[src/rtl/instr_fetch.sv]
// ---------------------------------------------------------------------------
// instr_fetch
//
// Instruction-fetch stage of the MIPS pipeline. Owns the program counter,
// fetches words from instruction memory over a req/ack handshake, and hands
// them to decode through the IF/ID register. A one-entry skid buffer absorbs
// the word that completes while decode is stalled, so a zero-wait memory
// sustains one instruction per cycle without losing or repeating a word.
// A taken branch/jump (redirect) flushes IF/ID and the skid buffer. It then
// restarts fetching at the target. If a fetch to the old path is still
// outstanding, it is allowed to finish and its data is thrown away.
//
// Ports
//   i_clk         clock, rising edge
//   i_rst_n       asynchronous active-low reset
//   o_imemReq     fetch request (registered)
//   o_imemAddr    fetch address, word aligned (registered)
//   i_imemAck     fetch completes this cycle, i_imemData valid
//   i_imemData    instruction word returned by memory
//   i_stall       decode cannot accept, IF/ID must hold
//   i_redirect    branch/jump taken: flush and refetch from i_redirectPc
//   i_redirectPc  redirect target, bits [1:0] treated as zero
//   o_valid       IF/ID holds a valid instruction
//   o_instr       IF/ID instruction, zero (NOP) when not valid
//   o_pcPlus4     address of o_instr plus four
//   o_instrCode   {opcode, funct} for the control unit (combinational)
// ---------------------------------------------------------------------------
module instr_fetch #(
    parameter logic [31:0] RESET_PC = 32'h0000_0000
) (
    input  logic        i_clk,
    input  logic        i_rst_n,
    output logic        o_imemReq,
    output logic [31:0] o_imemAddr,
    input  logic        i_imemAck,
    input  logic [31:0] i_imemData,
    input  logic        i_stall,
    input  logic        i_redirect,
    input  logic [31:0] i_redirectPc,
    output logic        o_valid,
    output logic [31:0] o_instr,
    output logic [31:0] o_pcPlus4,
    output logic [11:0] o_instrCode
);

    // Force word alignment even if the parameter is set carelessly.
    localparam logic [31:0] RESET_PC_ALIGNED = {RESET_PC[31:2], 2'b00};

    typedef enum logic [1:0] {
        ST_IDLE = 2'd0,   // out of reset, no request yet
        ST_REQ  = 2'd1,   // request outstanding on the correct path
        ST_SKID = 2'd2,   // skid buffer full, waiting for decode to drain
        ST_DROP = 2'd3    // request outstanding on a flushed path
    } state_t;

    // Sequential PC increment; wraps modulo 2^32.
    function automatic logic [31:0] next_word(input logic [31:0] addr);
        return addr + 32'd4;
    endfunction

    state_t      state_r, state_s;
    logic [31:0] pc_r, pc_s;
    logic        req_r, req_s;
    logic [31:0] addr_r, addr_s;
    logic        valid_r, valid_s;
    logic [31:0] instr_r, instr_s;
    logic [31:0] pcp4_r, pcp4_s;
    logic [31:0] skid_instr_r, skid_instr_s;
    logic [31:0] skid_pcp4_r, skid_pcp4_s;

    logic        slot_free_s;
    logic [31:0] target_s;
    logic [31:0] addr_inc_s;
    logic        redirect_lsb_unused_s;

    assign slot_free_s = ~valid_r | ~i_stall;
    assign target_s    = {i_redirectPc[31:2], 2'b00};
    assign addr_inc_s  = next_word(addr_r);

    // The two low target bits are architecturally ignored.
    assign redirect_lsb_unused_s = ^i_redirectPc[1:0];

    // Next-state and datapath update for the fetch FSM and IF/ID register.
    always_comb begin
        state_s      = state_r;
        pc_s         = pc_r;
        req_s        = req_r;
        addr_s       = addr_r;
        valid_s      = valid_r;
        instr_s      = instr_r;
        pcp4_s       = pcp4_r;
        skid_instr_s = skid_instr_r;
        skid_pcp4_s  = skid_pcp4_r;

        // IF/ID baseline: a redirect flushes it, a consumed entry empties it
        // (the state logic below may refill it in the same cycle), otherwise
        // decode is stalled on a valid entry and it holds.
        if (i_redirect) begin
            valid_s = 1'b0;
            instr_s = 32'h0000_0000;
        end else if (slot_free_s) begin
            valid_s = 1'b0;
            instr_s = 32'h0000_0000;
        end else begin
            valid_s = valid_r;
            instr_s = instr_r;
        end

        case (state_r)
            ST_IDLE: begin
                req_s   = 1'b1;
                state_s = ST_REQ;
                if (i_redirect) begin
                    pc_s   = target_s;
                    addr_s = target_s;
                end else begin
                    addr_s = pc_r;
                end
            end

            ST_REQ: begin
                if (i_imemAck) begin
                    if (i_redirect) begin
                        // Word belongs to the flushed path: drop it.
                        pc_s   = target_s;
                        addr_s = target_s;
                    end else if (slot_free_s) begin
                        valid_s = 1'b1;
                        instr_s = i_imemData;
                        pcp4_s  = addr_inc_s;
                        pc_s    = addr_inc_s;
                        addr_s  = addr_inc_s;
                    end else begin
                        // Decode is stalled: park the word and pause fetching.
                        skid_instr_s = i_imemData;
                        skid_pcp4_s  = addr_inc_s;
                        pc_s         = addr_inc_s;
                        req_s        = 1'b0;
                        state_s      = ST_SKID;
                    end
                end else begin
                    if (i_redirect) begin
                        // Address must stay stable until ack, so the old
                        // request runs to completion and is then discarded.
                        pc_s    = target_s;
                        state_s = ST_DROP;
                    end else begin
                        state_s = ST_REQ;
                    end
                end
            end

            ST_SKID: begin
                if (i_redirect) begin
                    pc_s    = target_s;
                    req_s   = 1'b1;
                    addr_s  = target_s;
                    state_s = ST_REQ;
                end else if (!i_stall) begin
                    valid_s = 1'b1;
                    instr_s = skid_instr_r;
                    pcp4_s  = skid_pcp4_r;
                    req_s   = 1'b1;
                    addr_s  = pc_r;
                    state_s = ST_REQ;
                end else begin
                    state_s = ST_SKID;
                end
            end

            ST_DROP: begin
                if (i_imemAck) begin
                    state_s = ST_REQ;
                    if (i_redirect) begin
                        pc_s   = target_s;
                        addr_s = target_s;
                    end else begin
                        addr_s = pc_r;
                    end
                end else begin
                    if (i_redirect) begin
                        // Latest redirect wins.
                        pc_s = target_s;
                    end else begin
                        pc_s = pc_r;
                    end
                end
            end

            default: begin
                // Unreachable encoding: recover to a clean restart.
                state_s = ST_IDLE;
                req_s   = 1'b0;
                valid_s = 1'b0;
                instr_s = 32'h0000_0000;
            end
        endcase
    end

    // State and datapath registers with asynchronous reset.
    always_ff @(posedge i_clk or negedge i_rst_n) begin
        if (!i_rst_n) begin
            state_r      <= ST_IDLE;
            pc_r         <= RESET_PC_ALIGNED;
            req_r        <= 1'b0;
            addr_r       <= RESET_PC_ALIGNED;
            valid_r      <= 1'b0;
            instr_r      <= 32'h0000_0000;
            pcp4_r       <= 32'h0000_0000;
            skid_instr_r <= 32'h0000_0000;
            skid_pcp4_r  <= 32'h0000_0000;
        end else begin
            state_r      <= state_s;
            pc_r         <= pc_s;
            req_r        <= req_s;
            addr_r       <= addr_s;
            valid_r      <= valid_s;
            instr_r      <= instr_s;
            pcp4_r       <= pcp4_s;
            skid_instr_r <= skid_instr_s;
            skid_pcp4_r  <= skid_pcp4_s;
        end
    end

    assign o_imemReq   = req_r;
    assign o_imemAddr  = addr_r;
    assign o_valid     = valid_r;
    assign o_instr     = instr_r;
    assign o_pcPlus4   = pcp4_r;
    assign o_instrCode = {instr_r[31:26], instr_r[5:0]};

endmodule

[config.mk]
export PLATFORM = sky130hd
export DESIGN_NAME = instr_fetch
export DESIGN_NICKNAME = d
export VERILOG_FILES = /design/src/rtl/instr_fetch.sv
export SDC_FILE = /design/constraint.sdc
export NUM_CORES = 1
export LEC_CHECK = 0
export ABC_CLOCK_PERIOD_IN_PS = 2600
export BUFFER_PORTS_ARGS = -buffer_cell sky130_fd_sc_hd__clkbuf_2
export CORE_AREA = 2 2 197 199
export CTS_BUF_LIST = sky130_fd_sc_hd__clkbuf_8
export DETAILED_ROUTE_END_ITERATION = 8
export DIE_AREA = 0 0 199 201
export PLACE_DENSITY = 0.42
export REMOVE_ABC_BUFFERS = 1
export SETUP_SLACK_MARGIN = 0.4
export SLEW_MARGIN = 0
export SYNTH_ARGS = -nofsm -noshare
export SYNTH_HDL_FRONTEND = slang
export SYNTH_SLANG_ARGS = --single-unit
[constraint.sdc]
create_clock -name i_clk -period 2.6 [get_ports i_clk]
set_clock_uncertainty 0.15 [all_clocks]
set_input_delay 0.13 -clock i_clk [delete_from_list [all_inputs] [get_ports i_clk]]
set_output_delay 0.13 -clock i_clk [all_outputs]
set_load 0.1 [all_outputs]
; ---- After elaboration in Yosys (flattened, before gate mapping)
; Index checks and enable logic that the tools add are counted.
[op_classes]
addsub = 1
eq_ne = 14
n_mux = 46
n_bitwise = 5
reduce_logical = 9
[op_table]
columns = operator, n
row1 = 32-bit two-way mux, 20
row2 = 32-bit case mux with 2 select lines, 3
row3 = 32-bit case mux with 4 select lines, 1
row4 = "32-bit by 3-bit adder with 32-bit output, second input constant", 1
row5 = 2-bit two-way mux, 7
row6 = "2-bit != test, second input constant", 7
row7 = 1-bit two-way mux, 12
row8 = "3-bit != test, second input constant", 4
row9 = 2-bit case mux with 4 select lines, 1
row10 = 4-bit AND reduction, 2
row11 = 6-bit AND reduction, 1
row12 = 5-bit AND reduction, 1
row13 = "2-bit equality test, second input constant", 2
row14 = 1-bit NOT, 4
row15 = 1-bit case mux with 3 select lines, 1
row16 = 3-bit AND reduction, 1
row17 = 3-bit nonzero test, 1
row18 = 3-bit OR reduction, 1
row19 = "2-bit by 1-bit equality test with 1-bit output, second input constant", 1
row20 = 2-bit zero test, 1
row21 = 1-bit case mux with 2 select lines, 1
row22 = 2-bit nonzero test, 1
row23 = 1-bit bitwise OR, 1
[totals]
regBits = 196
input_bits = 69
output_inout_bits = 110
wordCells = 84

; ---- Longest topological paths before layout
[logic_depth]
word_depth = 8
ltp_mapped = 10
ltp_nobuf = 7

; ---- Worst setup path after synthesis
; OpenSTA, ideal clock, no wires.
[synth_path]
path_kind = register to register
startpoint = reg addr_r[2] (netlist: o_imemAddr[2])
endpoint = reg addr_r[18] (netlist: o_imemAddr[18])
setup_time_ns = 0.125
arrival_time_ns = 2.544
required_ns = 2.325
path_slack_ns = -0.219
stages_incl_launch_ff = 7
n_path_buf = 0
synth_period_minus_slack_ns = 2.819
cell_sequence = dfrtp_1 > ha_1 > nand3_1 > nor4_4 > and3_1 > a31oi_1 > o22a_1
[synth_via]
elab_chain_cells = 5
[synth_rtl]
columns = element, line
row1 = "start, declared", 64  ; logic [31:0] addr_r, addr_s;
row2 = "start signal, assigned", 216  ; addr_r <= addr_s;
row3 = 32-bit by 3-bit adder with 32-bit output, 58  ; return addr + 32'd4;
row4 = 32-bit two-way mux, 127  ; end else if (slot_free_s) begin
row5 = 32-bit two-way mux, 123  ; if (i_redirect) begin
row6 = 32-bit two-way mux, 122  ; if (i_imemAck) begin
row7 = 32-bit case mux with 4 select lines, 109  ; case (state_r)
; No other way between the ends. The select of a mux whose other input is x is not followed.
; A chain may end at the register's enable or synchronous reset.

; ---- Worst setup path in the final report
[layout_path]
startpoint = reg state_r[0]
endpoint = reg pcp4_r[25] (netlist: o_pcPlus4[25])
[layout_via]
elab_chain_cells = 3
word_cells_on_any_way = 10
classes_between = eq/ne (7) / mux (1) / reduce/logical (2)
[layout_rtl]
columns = element, line
row1 = "start, declared", 61  ; state_t state_r, state_s;
row2 = "start signal, assigned", 213  ; state_r <= state_s;
row3 = 2-bit by 1-bit equality test with 1-bit output / 2-bit equality test (equally long branches), 109
row4 = 2-bit != test (no source line) / 2-bit nonzero test (equally long branches), --
row5 = 6-bit AND reduction (no source line), --
row6 = "end signal, assigned", 219  ; pcp4_r <= pcp4_s;
row7 = "end, declared", 67  ; logic [31:0] pcp4_r, pcp4_s;
; Several ways; a longest one is shown, not always the timed one.

==> qor.txt <==
================================================================================
Period Utilization, post-route                                            82.18%
Fraction of layout instances using a drive strength above 1               24.15%
Critical path fanouts, max                                                     8
I/O pin cnt                                                                  179
Critical Path RT                                                         2.88 ns
Placed instance area                                                  11,400 µm²
Proportion of netlist area held by the largest area contributor           50.22%
Via count of the first global-routing pass                                 8,661
Layout area overhead                                                      32.01%
Post-synthesis cell type with the largest combined area                  dfrtp_1
Max-capacitance violation count                                                0
Final antenna-violating net count                                              0
Final cell utilization of the core                                        33.84%
Number of buffers inserted during clock tree synthesis                        17
Tmin final                                                              2.137 ns
Cell leakage power                                                   0.005845 µW
Unrepaired setup endpoints after global routing                              yes
Clock Sink Count                                                             196
Dominant cells by area after synthesis                              dfrtp_1 50%, nand2_1 11%, o21ai_0 6.6%, a22oi_1 2.6%, clkbuf_1 2.5%
Pwr Total                                                              16,060 µW
Worst hold-check path type                                          input port to async pin
Most instantiated flip-flop cell in the synthesis netlist                dfrtp_1
Routed WL per cell                                                      18.12 µm
Sum of routed wire length over all layers                               33.86 mm
Kind of start point of the critical path                                    flop
DRC                                                                            0
Final number of hold-violating endpoints                                       0
Unique cell type count in the Yosys netlist                                   61
Register-to-Register Setup Slack                                         0.46 ns
Overall global routing resource usage                                     17.06%
#FFs+latches synth                                                           196
Slowest CP cell                                                           or4b_4
Number of endpoints failing setup at the final stage                           0
Placement Rows                                                                72
Worst-path clk slew                                                      0.10 ns
Cell area after technology mapping                                      9767 µm²
Post-route cell area                                                  12,890 µm²
TritonCTS clock tree                                                         yes
Status                                                              finished clean
Setup WS post-layout                                                   0.4634 ns
CORE AREA                                                             38,110 µm²
Worst Hold Margin                                                     0.05548 ns
Cell with the most instances after synthesis                             nand2_1
Highest achievable clock rate                                          468.0 MHz
Placer congestion estimate                                                0.7592
Die boundary width                                                        199 µm
Grt total ovfl                                                                 0
Antenna violations before repair                                               0
Initial core utilization                                                  25.63%
Total via count after detailed routing                                     8,850
Detailed placement HPWL                                                 22.00 mm
Htree depth                                                                    4
Count of mapped cells out of synthesis                                     1,108
WP buf/inv                                                                     1
Largest incremental delay on the critical path                           0.48 ns
Reg2Reg Capture Point                                               o_pcPlus4[25]
Capturing element type of the critical path                                 flop
EDFF count, synth                                                              0
Post-layout nets                                                           1,412
Mean instance size in the synthesized netlist                          8.815 µm²
Buffers from clock root to sink, at most                                       2
Clock Root Buffer                                                       clkbuf_8
Count of port buffers added during placement                                 176
Antenna cells                                                                  0
Vertical die dimension                                                    201 µm
Number of cells on the worst reg-to-reg path                                   6
Pins Over Slew Limit                                                           0
Transition time of the tightest slew-check pin                         0.6590 ns
Type of the worst setup path                                        flop to flop
Place WS                                                               0.1422 ns
Starting DRT DRC Count                                                       411
Gate family responsible for the most delay along the worst path     simple AND/OR/NAND/NOR gates
Commonest cells in the netlist                                      283 x nand2_1, 196 x dfrtp_1, 129 x o21ai_0
Sequential fraction of the synthesis area                                 50.22%
Maximum number of pins on one net before global-route repair                  70
Clock network latency to the later pin of the worst-skew pair            0.51 ns
PD cells                                                             1246 nW/µm²
Initial DRT Pass Iterations                                                    5
Peak supply drop                                                        1.119 mV
Worst slew margin relative to its limit                                   56.07%
Die outline area                                                      40,000 µm²
Vias/cell                                                                  4.738
Critical register-to-register path startpoint                         state_r[0]
Cell Chain, Critical Path                                           inv_1 -> ha_4 -> o32a_1 -> or2_4 -> or4b_4 -> nand3_1
First-pass GRT wire length                                              52.32 mm
Yosys Warn Count                                                               0
Share of async-settable or async-resettable flops after synthesis         100.0%
Arrival time at the worst endpoint                                       2.42 ns
================================================================================
state kept, by name, summed over array words and instances, names as in the netlist:
signal	cells
o_pcPlus4	32
o_imemReq	1
pc_r	32
state_r	2
o_valid	1
skid_instr_r	32
o_instr	32
o_imemAddr	32
skid_pcp4_r	32
final cells by class:
| class | instances | area, µm² |
|---|---|---|
| repair buffers | 310 | 2302 |
| inverters | 16 | 60.06 |
| well taps | 518 | 648.1 |
| clock buffers | 19 | 261.5 |
| multi-input cells | 797 | 4522 |
| fillers | 3989 | 25210 |
| clock inverters | 12 | 180.2 |
| flip-flops and latches | 196 | 4920 |
metal layers:
metal | part of all wire [%] | track usage [%] | up-vias
met1 | 48 | 24.29 | 4263
met3 | 5.3 | 3.360 | 17
met4 | 0.95 | 3.785 | 0
met2 | 46 | 26.67 | 248
met5 | 0 | 0 | -
li1 | - | - | 4322
cells in the final DEF (no fill, tap or decap), drive strengths merged, types with 6 or more instances in the layout:
master       count
nand4           18
buf             63
and3            15
xor2             7
a2bb2oi          7
a31oi           15
mux2i           18
nor4            11
a22oi           34
dlygate4sd3     69
nand3           26
xnor2           14
o31ai           10
o21ai          134
nor2            47
o22ai            7
clkbuf         197
nand2b           7
nor2b            6
o211ai          12
nor3            26
a21oi           35
inv             20
dfrtp          196
nand2          283
logic make-up (layout without fill, tap and decap cells):
| kind of cell | count (synthesis) | in the layout | synth area share (%) |
|---|---|---|---|
| flip-flops | 196 | 196 | 50.22 |
| multiplexers | 19 | 19 | 1.960 |
| AO/OA/AOI/OAI | 296 | 296 | 18.75 |
| adder cells (fa/ha/maj) | 5 | 5 | 0.6405 |
| buffers and inverters | 115 | 357 | 5.124 |
| AND/OR/NAND/NOR | 456 | 456 | 21.42 |
| XOR/XNOR | 21 | 21 | 1.883 |
worst max-delay path by stage:
stage,from,end,slack (ns),cells after the start
floorplan,state_r[1],skid_pcp4_r[23],-1.74,6
global placement,state_r[1],o_pcPlus4[25],0.20,8
detailed placement,state_r[1],o_pcPlus4[25],0.14,8
CTS,o_imemAddr[3],o_pcPlus4[22],0.41,7
global route,o_imemAddr[22],o_pcPlus4[28],0.36,6
finish,state_r[0],o_pcPlus4[25],0.46,6
stage by stage:
step                TNS (ns)  cells
floorplan            -211.77   1009
global placement           0   1754
detailed placement         0   1754
CTS                        0   1859
global route               0   1868
finish                     0   1868
repair_timing:
action,4_1_cts,5_1_grt
hold buffers,69,0
setup endpoints to repair,163,67
endpoints found under the hold margin,221,0
pin swaps,4,8
gates resized for setup,15,32
cloned,0,2
setup buffers,5,7
power breakdown:
group | internal, µW | switching, µW
registers | 4000 | 778
clock network | 1100 | 1200
logic | 2120 | 6860
total | 7220 | 8840
No activity file was read; power rests on OpenSTA's default activity.
